`src/rtl/fifo_sync_prog.sv`:
```
// fifo_sync_prog
// Single-clock FIFO with programmable almost-full/almost-empty thresholds,
// an occupancy count, sticky overflow/underflow flags and a selectable
// first-word-fall-through read mode.
//
// Ports:
//   clk          - clock, all state updates on the rising edge
//   rst          - synchronous active-high reset
//   wr_en        - write request
//   rd_en        - read (pop) request
//   data_in      - write data
//   clr_err      - clears overflow/underflow at the next edge
//   data_out     - read data (registered in standard mode, head word in FWFT)
//   full         - count == DEPTH
//   empty        - count == 0
//   almost_full  - count >= AF_THRESH
//   almost_empty - count <= AE_THRESH
//   count        - number of stored words, 0..DEPTH
//   overflow     - sticky, a write was rejected
//   underflow    - sticky, a read was rejected
module fifo_sync_prog #(
  parameter int DATA_WIDTH = 8,
  parameter int ADDR_WIDTH = 6,
  parameter int AF_THRESH  = (2 ** ADDR_WIDTH) - 4,
  parameter int AE_THRESH  = 4,
  parameter int FWFT       = 0
) (
  input  logic                  clk,
  input  logic                  rst,
  input  logic                  wr_en,
  input  logic                  rd_en,
  input  logic [DATA_WIDTH-1:0] data_in,
  input  logic                  clr_err,
  output logic [DATA_WIDTH-1:0] data_out,
  output logic                  full,
  output logic                  empty,
  output logic                  almost_full,
  output logic                  almost_empty,
  output logic [ADDR_WIDTH:0]   count,
  output logic                  overflow,
  output logic                  underflow
);

  localparam int DEPTH = 1 << ADDR_WIDTH;
  localparam logic [ADDR_WIDTH:0] DEPTH_CNT = (ADDR_WIDTH + 1)'(DEPTH);
  localparam logic [ADDR_WIDTH:0] AF_CNT    = (ADDR_WIDTH + 1)'(AF_THRESH);
  localparam logic [ADDR_WIDTH:0] AE_CNT    = (ADDR_WIDTH + 1)'(AE_THRESH);

  if (AF_THRESH < 1 || AF_THRESH > DEPTH) begin : g_af_range
    $error("fifo_sync_prog: AF_THRESH must lie in 1..DEPTH");
  end
  if (AE_THRESH < 0 || AE_THRESH > DEPTH - 1) begin : g_ae_range
    $error("fifo_sync_prog: AE_THRESH must lie in 0..DEPTH-1");
  end

  logic [DATA_WIDTH-1:0] mem [DEPTH];
  logic [ADDR_WIDTH-1:0] wptr;
  logic [ADDR_WIDTH-1:0] rptr;
  logic [ADDR_WIDTH:0]   cnt;
  logic                  ovf_q;
  logic                  udf_q;
  logic                  rd_acc;
  logic                  wr_acc;

  // Flags decode from the registered count only, so they never glitch.
  assign empty        = (cnt == '0);
  assign full         = (cnt == DEPTH_CNT);
  assign almost_full  = (cnt >= AF_CNT);
  assign almost_empty = (cnt <= AE_CNT);
  assign count        = cnt;
  assign overflow     = ovf_q;
  assign underflow    = udf_q;

  // A write into a full FIFO is still taken when a read frees a slot
  // in the same cycle.
  assign rd_acc = rd_en & ~empty;
  assign wr_acc = wr_en & (~full | rd_acc);

  // Storage is never reset; stale contents are unreachable once pointers clear.
  always_ff @(posedge clk) begin
    if (wr_acc && !rst) begin
      mem[wptr] <= data_in;
    end
  end

  always_ff @(posedge clk) begin
    if (rst) begin
      wptr  <= '0;
      rptr  <= '0;
      cnt   <= '0;
      ovf_q <= 1'b0;
      udf_q <= 1'b0;
    end else begin
      if (wr_acc) wptr <= wptr + 1'b1;
      if (rd_acc) rptr <= rptr + 1'b1;
      unique case ({wr_acc, rd_acc})
        2'b10:   cnt <= cnt + 1'b1;
        2'b01:   cnt <= cnt - 1'b1;
        default: cnt <= cnt;
      endcase
      // A fresh error outranks a same-cycle clear.
      ovf_q <= (ovf_q & ~clr_err) | (wr_en & ~wr_acc);
      udf_q <= (udf_q & ~clr_err) | (rd_en & ~rd_acc);
    end
  end

  if (FWFT != 0) begin : g_fwft
    // Head word comes straight from the registered array, never from data_in.
    // An empty FIFO presents zero rather than stale storage.
    assign data_out = empty ? '0 : mem[rptr];
  end else begin : g_std
    logic [DATA_WIDTH-1:0] dout_q;
    always_ff @(posedge clk) begin
      if (rst) begin
        dout_q <= '0;
      end else if (rd_acc) begin
        dout_q <= mem[rptr];
      end
    end
    assign data_out = dout_q;
  end

endmodule

```
`config.mk`:
```
export PLATFORM = sky130hd
export DESIGN_NAME = fifo_sync_prog
export DESIGN_NICKNAME = d
export VERILOG_FILES = /design/src/rtl/fifo_sync_prog.sv
export SDC_FILE = /design/constraint.sdc
export NUM_CORES = 1
export LEC_CHECK = 0
export CORE_ASPECT_RATIO = 1.5
export CORE_MARGIN = 2
export CORE_UTILIZATION = 55
export CTS_BUF_LIST = sky130_fd_sc_hd__clkbuf_4 sky130_fd_sc_hd__clkbuf_8
export DETAILED_ROUTE_END_ITERATION = 10
export PLACE_DENSITY = 0.74
export SLEW_MARGIN = 30
export SYNTH_ARGS = -nofsm -noshare
export SYNTH_HDL_FRONTEND = slang
export SYNTH_SLANG_ARGS = --single-unit
```
`constraint.sdc`:
```
create_clock -name clk -period 2.8 [get_ports clk]
set_clock_uncertainty 0.05 [all_clocks]
set_input_delay 0.56 -clock clk [delete_from_list [all_inputs] [get_ports clk]]
set_output_delay 0.56 -clock clk [all_outputs]
set_load 0.01 [all_outputs]
```
==> flow_summary.ini <==
[die]
die_x_um = 164
core.rowCount = 88
initial_core_util = 0.554
die_h_um = 244
design.core.area_um2 = 38200
ioPinCount = 34
dieArea_um2 = 40100

[route]
viasPerCell = 6.07
drt_iter0_markers = 1158
routed_wl_um = 44400
drc_errors = 0
num_vias = 10975
dr.pass1.iters = 6
detail-route-antenna-nets = 0
wl_per_cell_um = 24.5

[worst_hold_path]
min_path_type = in -> reg

[setup_path]
ff2ff_setup_slack_ps = 230
startpoint = count[0]
cpPeakStageDelay_ps = 550
startpoint_type = flip-flop
crit_end = empty
critPathRequiredTime_ps = 2190
critical_path_peak_fanout = 4
cp_slowest_cell = or4_4
timing.rr.end = count[6]
criticalPathCategory = reg -> out
r2r_start = count[0]
crit_arrival_ps = 2080
path_cells = or4_4 -> buf_4 -> nor2_1 -> dlygate4sd2_1
endpoint_kind = output pin
ff2ff_path_depth = 10

[final_layout]
fillers = 2562
nNetsFinal = 1278
drive_above_1_share = 0.253
area_delta_synth_final_pct = 14.0
final_util = 0.632

[synth]
synth_area_um2 = 21200
synth_cell_types = 44
synthArstFlopShare = 0
synth_edf_count = 512
syn_inst = 1117
ys_seq_area_frac = 0.753
syn-num-nets = 1138
ys.flop_type = edfxtp_1
syn-mean-instance-area_um2 = 19.0
synth_seq_cells = 541
yosys_warnings = 0

[grt]
antenna_found_initial = 1
grt_max_degree = 65
grt_use_total = 0.230
grt_overflow = 0
grt_pass1_wl_um = 67600
grt_pass1_vias = 11304

[timing]
worstMarginPinSlew_ps = 809
setup-tns-final_ps = 0
fmax_mhz = 372
fin_crit_ps = 2690
maxSlewHeadroom = 0.459
post-route-period-util = 0.959
hold_ws_ps = 166
setup_ws_ps = 114
hold_viol = 0
setup_viol = 0
rsz0062_at_grt = false
drv_slew = 0

[placed_design]
dpl_worst_slack_ps = -189
hpwlAfterDp_um = 28400
place.port_buffers = 33
routabilityCongestion = 0.902

[cts]
htree_levels = 3
cts_root_buf = clkbuf_8
clock_latency_ps = 620
ctsHoldBuffers = 0
cts_setup_buffers = 0
cts-buffers-inserted = 73
cts.clk_slew.worst_paths_ps = 60
clock_sinks = 541
cts_tree = built
clockBufferDepth = 3

[power_and_ir_drop]
p_leak_uw = 0.00761
p_per_area_nw_per_um2 = 795
ir_drop_v = 0.000724

[run_status]
status = complete, no violations

[flow_run]
cap_viol_max_count = 0
[synthesized netlist by cell type, types with 7 or more instances]
cell type  number  area share
buf_2          21      0.0050
buf_1           8      0.0014
a22oi_1        23      0.0082
clkbuf_1       28      0.0050
mux4_2         97        0.10
o221ai_1       16      0.0066
nor2b_1         8      0.0024
nor2_1         89       0.016
a21oi_1        27      0.0064
dfxtp_1        29       0.027
nand3_1        13      0.0031
xor2_1          8      0.0033
o22ai_1        15      0.0044
o21ai_0        12      0.0028
a211oi_1       16      0.0057
nand2_1        42      0.0074
edfxtp_1      512        0.73
a32oi_1         7      0.0029
nand3b_1        7      0.0025
ha_1            7      0.0041
mux2i_1        80       0.038
[critical path: cells and delay by family (launching register included)]
kind                   cells  cell delay (ps)
flip-flops                 1              320
AND/OR/NAND/NOR            2              690
buffers and inverters      2              450
[report_power, final]
| part | internal (uW) | total [uW] | switching, uW |
|---|---|---|---|
| combinational | 1980 | 3980 | 2000 |
| sequential | 8980 | 9160 | 171 |
| clock | 3330 | 6050 | 2720 |
[repair_timing]
item / 4_1_cts / 5_1_grt
endpoints found under the hold margin: 0 / 0
resized for setup: 4 / 3
endpoints found under the setup margin: 3 / 2
gates cloned: 0 / 0
[flip-flops by register name, indices dropped and copies added (netlist names)]
signal,cells
data_out,8
mem,512
count,7
overflow,1
underflow,1
rptr,6
wptr,6
[worst min-delay path by stage]
stage | startpoint | slack, ps | cells past startpoint | end
after floorplan | overflow | 440 | 2 | overflow
after global placement | overflow | 410 | 2 | overflow
after detailed placement | overflow | 430 | 2 | overflow
after CTS | data_in[2] | 140 | 1 | mem[6][2]
after global routing | data_in[2] | 140 | 1 | mem[6][2]
final | data_in[2] | 170 | 1 | mem[6][2]
[area by class of cell]
cell class | instances | area, um2 | share of cell area
inverter | 6 | 22.5 | 0.000933
sequential | 541 | 16000 | 0.662
multi-input combinational | 509 | 4950 | 0.205
clock inverter | 21 | 169 | 0.00700
clock buffer | 109 | 1340 | 0.0554
antenna | 1 | 2.50 | 0.000104
tap | 495 | 619 | 0.0257
timing repair buffer | 126 | 1060 | 0.0441
[cells in the final DEF (no fill, tap or decap), types with 3 or more instances in the layout]
cell type        instances
xor2_1                   8
ha_1                     7
buf_4                   87
buf_2                    8
nand3b_1                 7
nand3_1                 13
bufinv_16                3
buf_12                   6
a32oi_1                  7
a211oi_1                16
dfxtp_1                 26
o21a_1                   3
nand2_1                 42
xnor2_1                  6
o21ai_0                 11
clkbuf_8                83
and3_1                   3
o221ai_1                16
inv_1                    6
a21oi_1                 27
a22oi_1                 23
or3b_2                   3
nand4_1                  4
mux4_2                  97
clkdlybuf4s50_1         22
clkbuf_4                26
nor2b_1                  6
nor3_1                   3
edfxtp_1               512
o22ai_1                 15
clkinv_1                13
nor3b_1                  3
mux2i_1                 80
clkinv_2                 3
nor2_1                  89
[per-layer routing]
metal / track usage / vias to the layer above / share of wire
li1: - / 4806 / -
met1: 0.311 / 5647 / 0.40
met2: 0.375 / 454 / 0.51
met3: 0.0365 / 68 / 0.065
met4: 0.0929 / 0 / 0.031
met5: 0 / - / 0
[logic make-up after synthesis]
logic type / synth area share
AOI/OAI and AO/OA: 0.0416
xor gates and xnor gates: 0.00579
adders and majority gates: 0.00508
buffers and inverters: 0.0138
DFF: 0.753
muxes: 0.142
and+or+nand+nor: 0.0387
[metrics by stage]
stage | instances | power [uW] | area [um2]
detailed placement | 1677 | 13300 | 22600
floorplan | 1117 | 12000 | 21200
finish | 1808 | 19200 | 24100
CTS | 1807 | 19300 | 24100
global placement | 1677 | 13200 | 22600
global route | 1808 | 19900 | 24100
Note: power is estimated with default switching activity, not from simulation.
